File: src/rtl/mandel_fb_writer.sv
// Framebuffer write arbiter: queues Mandelbrot plot requests in a small FIFO and
// drains them to a ready/valid memory write port with registered outputs.
// Optional clear engine enabled with macro FB_CLEAR_EN; without it the block is
// a plain plot FIFO and clear_start is ignored.
module mandel_fb_writer #(
    parameter int unsigned WIDTH        = 320,
    parameter int unsigned HEIGHT       = 240,
    parameter int unsigned DEPTH        = 8,
    parameter logic [2:0]  CLEAR_COLOUR = 3'b000
) (
    input  logic        clk,
    input  logic        rst,
    input  logic [8:0]  vga_x,
    input  logic [7:0]  vga_y,
    input  logic [2:0]  vga_colour,
    input  logic        vga_plot,
    input  logic        clear_start,
    output logic [16:0] mem_addr,
    output logic [2:0]  mem_data,
    output logic        mem_we,
    input  logic        mem_ready,
    output logic        idle,
    output logic        overflow,
    output logic        oob
);

    localparam int unsigned AW = (DEPTH > 1) ? $clog2(DEPTH) : 1;

    logic [19:0]   fifo_mem [DEPTH];
    logic [AW-1:0] rd_ptr;
    logic [AW-1:0] wr_ptr;
    logic [AW:0]   count;

    logic          in_range;
    logic [16:0]   plot_addr;
    logic          full;
    logic          pop;
    logic          push;
    logic          drain_mode;
    logic [AW-1:0] head_idx;
    logic          head_valid;
    logic [19:0]   head;

`ifdef FB_CLEAR_EN
    typedef enum logic {DRAIN, CLEAR} state_t;
    localparam logic [16:0] LAST_ADDR = 17'(WIDTH * HEIGHT - 1);
    state_t      state;
    logic [16:0] clr_cnt;
    assign drain_mode = (state == DRAIN);
`else
    logic unused_clear;
    assign unused_clear = ^{clear_start, CLEAR_COLOUR};
    assign drain_mode   = 1'b1;
`endif

    assign in_range  = (32'(vga_x) < WIDTH) && (32'(vga_y) < HEIGHT);
    assign plot_addr = 17'(32'(vga_y) * WIDTH + 32'(vga_x));
    assign full      = (count == (AW+1)'(DEPTH));
    // Only the FIFO head may be popped, and only while it owns the memory port.
    assign pop       = drain_mode && mem_we && mem_ready;
    assign push      = vga_plot && in_range && (!full || pop);

    // Head to present after this edge: skip past the entry being popped.
    assign head_idx   = pop ? rd_ptr + AW'(1) : rd_ptr;
    assign head_valid = pop ? (count > (AW+1)'(1)) : (count != '0);
    assign head       = fifo_mem[head_idx];

    assign idle = drain_mode && (count == '0) && !mem_we;

    // FIFO storage, pointers and sticky drop flags.
    always_ff @(posedge clk) begin
        if (rst) begin
            rd_ptr   <= '0;
            wr_ptr   <= '0;
            count    <= '0;
            overflow <= 1'b0;
            oob      <= 1'b0;
        end else begin
            if (push) begin
                fifo_mem[wr_ptr] <= {plot_addr, vga_colour};
                wr_ptr           <= wr_ptr + AW'(1);
            end
            if (pop) begin
                rd_ptr <= rd_ptr + AW'(1);
            end
            if (push && !pop) begin
                count <= count + (AW+1)'(1);
            end else if (pop && !push) begin
                count <= count - (AW+1)'(1);
            end
            if (vga_plot && !in_range) begin
                oob <= 1'b1;
            end
            if (vga_plot && in_range && full && !pop) begin
                overflow <= 1'b1;
            end
        end
    end

    // Port owner FSM with registered memory-port outputs.
    always_ff @(posedge clk) begin
        if (rst) begin
`ifdef FB_CLEAR_EN
            state   <= DRAIN;
            clr_cnt <= '0;
`endif
            mem_we   <= 1'b0;
            mem_addr <= '0;
            mem_data <= '0;
        end else begin
`ifdef FB_CLEAR_EN
            case (state)
                DRAIN: begin
                    if (clear_start && idle) begin
                        state    <= CLEAR;
                        clr_cnt  <= '0;
                        mem_we   <= 1'b1;
                        mem_addr <= '0;
                        mem_data <= CLEAR_COLOUR;
                    end else begin
                        mem_we <= head_valid;
                        if (head_valid) begin
                            {mem_addr, mem_data} <= head;
                        end
                    end
                end
                CLEAR: begin
                    if (mem_ready) begin
                        if (clr_cnt == LAST_ADDR) begin
                            // Hand the port back; queued plots follow immediately.
                            state   <= DRAIN;
                            clr_cnt <= '0;
                            mem_we  <= head_valid;
                            if (head_valid) begin
                                {mem_addr, mem_data} <= head;
                            end
                        end else begin
                            clr_cnt  <= clr_cnt + 17'd1;
                            mem_addr <= clr_cnt + 17'd1;
                        end
                    end
                end
                default: state <= DRAIN;
            endcase
`else
            mem_we <= head_valid;
            if (head_valid) begin
                {mem_addr, mem_data} <= head;
            end
`endif
        end
    end

endmodule

File: config.mk
export PLATFORM = sky130hd
export DESIGN_NAME = mandel_fb_writer
export DESIGN_NICKNAME = d
export VERILOG_FILES = /design/src/rtl/mandel_fb_writer.sv
export SDC_FILE = /design/constraint.sdc
export NUM_CORES = 1
export LEC_CHECK = 0
export CELL_PAD_IN_SITES_DETAIL_PLACEMENT = 0
export CELL_PAD_IN_SITES_GLOBAL_PLACEMENT = 2
export CORE_MARGIN = 2
export CORE_UTILIZATION = 48
export DETAILED_ROUTE_END_ITERATION = 16
export GPL_TIMING_DRIVEN = 0
export PLACE_DENSITY = 0.89
export SLEW_MARGIN = 20
export SYNTH_ARGS = -nofsm -noshare
export SYNTH_HDL_FRONTEND = slang
export SYNTH_SLANG_ARGS = --single-unit
File: constraint.sdc
create_clock -name clk -period 9.3 [get_ports clk]
set_clock_uncertainty 0.2 [all_clocks]
set_input_delay 1.395 -clock clk [delete_from_list [all_inputs] [get_ports clk]]
set_output_delay 1.395 -clock clk [all_outputs]
set_load 0.02 [all_outputs]
==> results.tsv <==
stage	metric	value	unit
cells_and_area	Post-layout nets	593	
timing	final worst-path cycle share	48.6	%
clock_tree	H-tree levels	4	
timing	fmax	221	MHz
min_path	HP Class	reg2reg	
setup_path	slowest CP cell	xnor2_1	
routing	vias per cell	5.58	
cells_and_area	Filler cells	1207	
die	Top Ports	49	
clock_tree	Clock Latency Late Sink	0.43	ns
routing	Avg WL per Cell	19.6	um
timing	Slew Limit Fails	0	
synth	synthesized cell area	7960	um2
synth	YS warnings	0	
timing	Period minus WS final	4.52	ns
setup_path	critical path cell sequence	clkdlybuf4s50_1, ha_1, ha_1, fa_1, xor2_1, o21ai_0, nor4_1, nand4bb_1, xnor2_1	
setup_path	Setup Crit Path Kind	in2reg	
routing	DRT antenna net count	0	
routing	drc violations	0	
setup_path	WP data required	9.23	ns
min_path	Worst Hold Path Cells	2	
cells_and_area	Area Overhead vs Synth	19.4	%
synth	Async SR Flop Fraction	0	%
power	Int Power	1.68	mW
clock_tree	Post-CTS Resized	0	
die	Die ar.	17600	um2
die	Std-Cell Rows	47	
min_path	hold_sp	mem_addr[0]$_SDFFE_PP0P_	
clock_tree	Post-CTS Hold Fix Bufs	0	
routing	Starting DRT DRC Count	398	
die	Core Area	16400	um2
global_routing	initial antenna violation count	0	
die	Initial Util	48.5	%
setup_path	CP Capture Type	register	
power	Sequential Power Share	45.5	%
power	P per Cell Area	240	nW/um2
setup_path	Most common cell on crit path	ha_1	
setup_path	crit path launch	vga_y[1]	
clock_tree	Post-CTS Setup Bufs	0	
setup_path	worst-path maximum fanout	8	
power	Sw Pwr	607	uW
routing	DRT Pass-1 Iters	5	
placement	dpl cells	745	
setup_path	Worst path depth	9	
setup_path	Critical R2R Launch	count[0]$_SDFFE_PP0P_	
clock_tree	CTS tree	yes	
setup_path	CP top delay family	adder cells	
setup_path	WP buf/inv	1	
power	Sw Share	26.6	%
clock_tree	clock-pin slew on the worst setup and hold paths	0.06	ns
setup_path	Largest stage delay, worst path	0.60	ns
power	clock share of power	31.8	%
cells_and_area	commonest non-fill, non-tap cell in the layout	edfxtp_1	
clock_tree	CTS buffer count	17	
timing	RSZ-0062 raised after global routing	false	
setup_path	CP arrival	4.45	ns
global_routing	total track usage	18.2	%
cells_and_area	fraction of layout instances using a drive strength above 1	17.6	%
clock_tree	# clock sinks	193	
synth	most used flip-flop cell after synthesis	edfxtp_1	
synth	Mapped Nets	505	
synth	synthesized flop and latch total	193	
setup_path	crit path launch type	input port	
setup_path	reg2reg path depth	7	
cells_and_area	Multi-input gate area	2410	um2
outcome	status	completed	
timing	max_slew headroom	38.6	%
synth	share of the yosys chip area belonging to registers	68.7	%
synth	Synth Instances	456	
die	Chip Height	133	um
routing	total wire length	15200	um
cells_and_area	register area	5470	um2
timing	Final Hold Viols	0	
global_routing	vias in the first global route	4337	
run	max-cap viol count	0	
clock_tree	root buffer cell	clkbuf_16	
die	die width	133	um
routing	DR vias	4336	
power	Leak	3.35	nW
synth	Yosys cell types	51	
cells_and_area	commonest non-fill, non-tap cells in the layout	edfxtp_1 (160), clkdlybuf4s50_1 (47), nand2_1 (44)	
placement	port bufs	47	
cells_and_area	Post-Layout Cell Count	777	
global_routing	first-pass GRT wire length	23700	um
placement	GP Congestion	0.726	
placement	hpwl dp	10200	um
global_routing	largest net degree at the start of global routing	21	
power	Combinational Power Share	22.7	%
timing	Final setup viols	0	
clock_tree	Max clock buf depth	2	
cells_and_area	Diodes inserted	0	
synth	number of synthesized flops with an enable pin	160	
timing	Worst-Margin Slew	0.919	ns
power	Peak VDD IR	0.165	mV
timing	TNS Setup	0	ns
global_routing	remaining global-route overflow	0	
synth	synthesized area per cell	17.4	um2
[cell usage after synthesis, types with 6 or more instances]
master    number  area (um2)
a21oi_1        8        40.0
o21ai_0        6        30.0
xnor2_1       10        87.6
mux4_2        22         495
edfxtp_1     160        4800
a22oi_1       20         150
ha_1          22         275
dfxtp_1       33         661
buf_2          6        30.0
inv_1          8        30.0
nand2_1       44         165
nor2_1        25        93.8
mux4_1        18         473
clkbuf_1       7        26.3
[area by class of cell]
type	count	share of cell area [%]
Clock inverter	11	1.45
Clock buffer	21	4.74
Tap cell	220	2.90
Inverter	8	0.316
Sequential cell	193	57.5
Timing Repair Buffer	69	6.61
Buffer	18	1.11
Multi-Input combinational cell	237	25.3
[through the flow]
stage / utilization, % / instance area, um2 / setup slack (ns) / power, mW / hold slack, ns
3_3_place_gp: 53.0 / 8700 / 1.54 / 1.56 / 0.225
4_1_cts: 57.9 / 9500 / 4.76 / 2.30 / 0.237
6_report: 57.9 / 9500 / 4.78 / 2.28 / 0.233
3_5_place_dp: 54.3 / 8910 / 4.32 / 1.58 / 0.229
2_1_floorplan: - / 7960 / 4.31 / 1.40 / 0.299
5_1_grt: 57.9 / 9500 / 4.58 / 2.38 / 0.255
[sequential cells by signal, summed over array words and instances, names as in the netlist]
name	flops
mem_addr	17
rd_ptr	3
overflow	1
count	4
oob	1
mem_we	1
mem_data	3
fifo_mem	160
wr_ptr	3
[power groups by stage]
stage | Combinational (mW) | Sequential, mW | Clock [mW]
global route | 0.567 | 1.04 | 0.766
global placement | 0.507 | 1.06 | 0
detailed placement | 0.525 | 1.06 | 0
finish | 0.518 | 1.04 | 0.727
floorplan | 0.320 | 1.08 | 0
CTS | 0.526 | 1.04 | 0.736
[path summary, 6_finish.rpt]
check                         endpoint  slack [ns]
min reg2reg   mem_addr[0]$_SDFFE_PP0P_        0.23
max reg2reg   fifo_mem[5][5]$_DFFE_PP_        6.14
max          fifo_mem[1][18]$_DFFE_PP_        4.78
min           mem_addr[0]$_SDFFE_PP0P_        0.23
[worst register-to-register path, cell delays in order (launching register included)]
cell and delay, ns:
dfxtp_1 0.43, inv_1 0.11, ha_1 0.24, and4b_1 0.22, nor2_1 0.32, nand2_1 0.27
nor4b_2 0.73, buf_2 0.35
[layer usage]
metal / vias to the layer above / GRT usage, % / wire length (um)
li1: 1991 / - / -
met1: 2183 / 24.9 / 6770
met2: 141 / 29.5 / 7350
met3: 21 / 3.98 / 881
met4: 0 / 5.73 / 190
met5: - / 0 / 0
[kinds of logic (layout without fill, tap and decap cells)]
group / after synthesis / count (layout) / share of synthesized area (%)
simple gates: 105 / 105 / 6.72
mux: 43 / 43 / 12.6
fa+ha+maj: 24 / 24 / 3.96
buf+inv: 26 / 127 / 1.70
flops: 193 / 193 / 68.7
xor+xnor: 16 / 16 / 2.00
compound gates: 49 / 49 / 4.37
Note: power is estimated with default switching activity, not from simulation.
